`config.mk`:
```
export PLATFORM = sky130hd
export DESIGN_NAME = renode_apb3_manager
export DESIGN_NICKNAME = d
export VERILOG_FILES = /design/src/rtl/renode_pkg.sv /design/src/rtl/renode_timeout_counter.sv /design/src/rtl/renode_apb3_manager.sv
export SDC_FILE = /design/constraint.sdc
export NUM_CORES = 1
export LEC_CHECK = 0
export BUFFER_PORTS_ARGS = -buffer_cell sky130_fd_sc_hd__buf_4
export CAP_MARGIN = 15
export CORE_MARGIN = 2
export CORE_UTILIZATION = 49
export CTS_CLUSTER_SIZE = 40
export DETAILED_ROUTE_END_ITERATION = 10
export PLACE_DENSITY_LB_ADDON = 0.25
export SYNTH_ARGS = -nofsm -noshare
export SYNTH_HDL_FRONTEND = slang
export SYNTH_SLANG_ARGS = --single-unit
```
`constraint.sdc`:
```
create_clock -name clk -period 5.64 [get_ports clk]
set_input_delay 1.128 -clock clk [delete_from_list [all_inputs] [get_ports clk]]
set_output_delay 1.128 -clock clk [all_outputs]
set_load 0.02 [all_outputs]
```
`src/rtl/renode_pkg.sv`:
```
// Shared types for the Renode co-simulation bridge and its bus-side helpers.
package renode_pkg;

  typedef logic [31:0] address_t;
  typedef logic [31:0] data_t;

  typedef enum logic [1:0] {
    Idle,
    Setup,
    Access,
    Respond
  } apb_manager_state_e;

endpackage

```
`src/rtl/renode_timeout_counter.sv`:
```
// Cycle counter that flags the final permitted wait cycle; Limit=0 disables it.
module renode_timeout_counter #(
  parameter int Limit = 100
) (
  input  logic clk,
  input  logic rst,
  input  logic clear,
  input  logic enable,
  output logic expired
);

  localparam int CountWidth = (Limit > 0) ? $clog2(Limit + 1) : 1;

  generate
    if (Limit > 0) begin : g_count
      localparam logic [CountWidth-1:0] Last = CountWidth'(Limit - 1);

      logic [CountWidth-1:0] count;

      always_ff @(posedge clk or posedge rst) begin
        if (rst) begin
          count <= '0;
        end else if (clear) begin
          count <= '0;
        end else if (enable) begin
          count <= count + 1'b1;
        end
      end

      // Asserted on the cycle whose increment would bring the count to Limit.
      assign expired = enable && (count == Last);
    end else begin : g_inert
      logic unused_inputs;
      assign unused_inputs = ^{clk, rst, clear, enable};
      assign expired = 1'b0;
    end
  endgenerate

endmodule

```
`src/rtl/renode_apb3_manager.sv`:
```
// APB3 requester: turns single bridge requests into one SETUP/ACCESS transfer with timeout.
module renode_apb3_manager
  import renode_pkg::*;
#(
  parameter int AddressWidth  = $bits(address_t),
  parameter int DataWidth     = $bits(data_t),
  parameter int TimeoutCycles = 100
) (
  input  logic                    clk,
  input  logic                    rst,
  input  logic                    req_valid,
  output logic                    req_ready,
  input  logic                    req_write,
  input  logic [AddressWidth-1:0] req_addr,
  input  logic [DataWidth-1:0]    req_wdata,
  output logic                    rsp_valid,
  input  logic                    rsp_ready,
  output logic [DataWidth-1:0]    rsp_rdata,
  output logic                    rsp_error,
  output logic                    rsp_timeout,
  output logic                    psel,
  output logic                    penable,
  output logic                    pwrite,
  output logic [AddressWidth-1:0] paddr,
  output logic [DataWidth-1:0]    pwdata,
  input  logic [DataWidth-1:0]    prdata,
  input  logic                    pready,
  input  logic                    pslverr
);

  apb_manager_state_e state, next_state;
  logic               expired;

  renode_timeout_counter #(
    .Limit(TimeoutCycles)
  ) u_timeout (
    .clk    (clk),
    .rst    (rst),
    .clear  (state == Setup),
    .enable ((state == Access) && !pready),
    .expired(expired)
  );

  always_ff @(posedge clk or posedge rst) begin
    if (rst) begin
      state <= Idle;
    end else begin
      state <= next_state;
    end
  end

  always_comb begin
    next_state = state;
    case (state)
      Idle:    if (req_valid) next_state = Setup;
      Setup:   next_state = Access;
      Access:  if (pready || expired) next_state = Respond;
      Respond: if (rsp_ready) next_state = Idle;
      default: next_state = Idle;
    endcase
  end

  // Handshake and bus strobes are flops decoded from the next state.
  always_ff @(posedge clk or posedge rst) begin
    if (rst) begin
      req_ready <= 1'b1;
      psel      <= 1'b0;
      penable   <= 1'b0;
      rsp_valid <= 1'b0;
    end else begin
      req_ready <= (next_state == Idle);
      psel      <= (next_state == Setup) || (next_state == Access);
      penable   <= (next_state == Access);
      rsp_valid <= (next_state == Respond);
    end
  end

  always_ff @(posedge clk or posedge rst) begin
    if (rst) begin
      pwrite      <= 1'b0;
      paddr       <= '0;
      pwdata      <= '0;
      rsp_rdata   <= '0;
      rsp_error   <= 1'b0;
      rsp_timeout <= 1'b0;
    end else begin
      if (state == Idle && req_valid) begin
        pwrite <= req_write;
        paddr  <= req_addr;
        pwdata <= req_wdata;
      end
      // pready takes priority over a timeout landing on the same edge.
      if (state == Access) begin
        if (pready) begin
          rsp_rdata   <= (!pwrite && !pslverr) ? prdata : '0;
          rsp_error   <= pslverr;
          rsp_timeout <= 1'b0;
        end else if (expired) begin
          rsp_rdata   <= '0;
          rsp_error   <= 1'b1;
          rsp_timeout <= 1'b1;
        end
      end
      if (state == Respond && rsp_ready) begin
        rsp_rdata   <= '0;
        rsp_error   <= 1'b0;
        rsp_timeout <= 1'b0;
      end
    end
  end

endmodule

```
==> out/qor.txt <==
WP data required: 4510 ps
maximum clock rate: 0.468 GHz
Initial Utilization: 49.6%
ys async rst share: 100%
syn_area_per_cell: 15.5 sq um
Arr. time, crit path: 1010 ps
VDD IR max: 0.324 mV
area grow syn2layout: 42.9%
outcome: completed
R2R Path End: rsp_rdata[11]$_DFFE_PP0P_
total global-route track usage: 20.4%
MaxCap Viol Count: 0
share of layout cells above drive strength 1: 60.9%
leading cell type in the layout, fill and taps excluded: buf_4
Reg-to-Reg Start: u_timeout.g_count.count[2]$_DFFE_PP0P_
register-to-register setup slack: 3630 ps
Hold WC Path Type: flip-flop to flip-flop
skew final: 13.8 ps
Port Buffers: 205
DRT antenna net count: 0
Post-Syn Area: 4260 sq um
RSZ-0062 raised after global routing: no
WL per Instance: 16.7 microns
Post-CTS Resized: 0
post-synthesis cell type count: 28
Slew @ Worst Pin: 887 ps
endpoints failing setup: 0
Clock Path Buffers: 2
Layout fillers: 647
Via Count: 3045
Die W: 97.2 microns
post-DP HPWL: 7.40 mm
period utilisation layout: 37.9%
R2R depth: 4
drt via density: 5.13
Post-Syn Instances: 275
Hold Startpoint: rsp_timeout$_DFFE_PP0P_
Crit Path Max Fanout: 1
fin crit period: 2140 ps
Final Hold Viols: 0
Crit. End Element: output pin
hold_buf cts: 0
yosys synthesis warning count: 0
number of setup buffers added after CTS: 0
Top Ports: 206
cell family with the largest share of critical-path delay: flip-flops
Buffers & Inverters on Critical Path: 1
post-synthesis register bit count: 112
ys flop type: dfrtp_1
crit-path cells: buf_4
Worst-path clk slew: 90 ps
first-pass GRT wire length: 15.3 mm
Setup TNS: 0 ps
critical path's slowest cell: dfstp_2
CTS H-tree depth: 3
die area: 9460 sq um
Post-Synthesis Net Count: 382
worst hold path depth: 1
drt first pass iters: 4
most frequent cells in the layout: buf_4, dfrtp_1, mux2_2
Seq/Total Area, Yosys: 65.8%
EDFF count, synth: 0
grt total ovfl: 0
critical setup path kind: flip-flop to output pin
Hold EP: rsp_timeout$_DFFE_PP0P_
Rows: 34
FF/Latch Area: 2800 sq um
Residual DRC: 0
Routed WL: 9.90 mm
area post-placement: 5890 sq um
CP peak stage delay: 530 ps
final RePlAce weighted congestion: 0.803
drt first-iter violations: 72
fin area: 6090 sq um
leak pwr: 0.00305 uW
initial antenna violation count: 0
Max Slew Vio Count: 0
Num CTS Buffers: 9
Multi-input gate area: 1370 sq um
clk root buf: clkbuf_8
Slew HR: 40.9%
vias in the first global route: 2984
CTS tree: built
largest net degree at the start of global routing: 77
CP Launch Type: flip-flop
core box area: 8590 sq um
Nets: 588
Power Density: 543 nW/um^2
CTS sink cnt: 112
Die Y: 97.2 microns
Diodes inserted: 0
clock latency on the worst-skew pair: 360 ps
[cells in the mapped netlist, drive strengths merged (2+ instances only)]
master  instances  share of area [%]
dfrtp         111                 65
mux2           65                 17
a22o           32                6.6
buf            14                2.1
nand2           9               0.79
o21ai           7                1.1
ha              4                1.2
nand4           4               0.59
inv             3               0.26
mux2i           3               0.70
nand2b          3               0.44
nand3           3               0.65
nor2            3               0.26
a31oi           2               0.29
nor3            2               0.23
[cell families (layout without fill, tap and decap cells)]
family | Yosys count | in the layout | share of synthesized area [%]
AO/OA/AOI/OAI | 44 | 44 | 8.46
adder cells (fa/ha/maj) | 4 | 4 | 1.17
buffers and inverters | 17 | 228 | 2.35
flip-flops | 112 | 112 | 65.8
multiplexers | 68 | 68 | 17.9
AND/OR/NAND/NOR | 30 | 30 | 4.32
[flip-flops by register name, indices dropped and copies added, names as in the netlist]
register,count
psel,1
rsp_error,1
rsp_rdata,32
rsp_timeout,1
u_timeout.g_count.count,7
pwrite,1
req_ready,1
penable,1
pwdata,32
rsp_valid,1
state,2
paddr,32
[metrics by stage]
step	worst slack [ps]	power [uW]	instances	util [%]	hold WS (ps)
detailed placement	3190	2880	578	68.6	474
global route	3440	3480	594	70.8	518
finish	3500	3310	594	70.8	497
CTS	3480	3340	594	70.8	496
global placement	3220	2830	578	68.6	463
floorplan	1550	2190	275	-	445
[power by group]
part | leakage, uW | switching, uW | internal [uW]
Sequential | 0.00140 | 203 | 1130
Clock | 0.0000929 | 260 | 208
Combinational | 0.00155 | 777 | 726
[per-layer routing]
layer	track usage (%)	wire length [microns]
met1	26.0	4030
met2	34.8	5110
met3	4.46	585
met4	7.05	180
met5	0	0
[worst reg2reg max path: cells and delay by family, from the launching register on]
family | cells | cell delay [ps]
and+or+nand+nor | 2 | 890
DFF | 1 | 460
AOI/OAI and AO/OA | 2 | 570
[area by class of cell]
| cell class | count | share of cell area, % |
|---|---|---|
| clock buffer | 10 | 2.10 |
| clock inverter | 6 | 1.11 |
| inverter | 3 | 0.226 |
| multi-input combinational | 146 | 22.5 |
| sequential | 112 | 46.1 |
| tap | 108 | 2.22 |
| timing repair buffer | 209 | 25.8 |
[how the worst max path moves through the flow]
stage	start	endpoint	slack, ps	depth (start not counted)
global placement	rst	paddr[6]$_DFFE_PP0P_	3220	3
finish	req_ready$_DFF_PP1_	req_ready	3500	1
detailed placement	rst	pwdata[10]$_DFFE_PP0P_	3190	3
global route	rst	paddr[18]$_DFFE_PP0P_	3440	3
floorplan	rst	paddr[0]$_DFFE_PP0P_	1550	1
CTS	req_ready$_DFF_PP1_	req_ready	3480	1
Power figures use the tool's default switching activity.
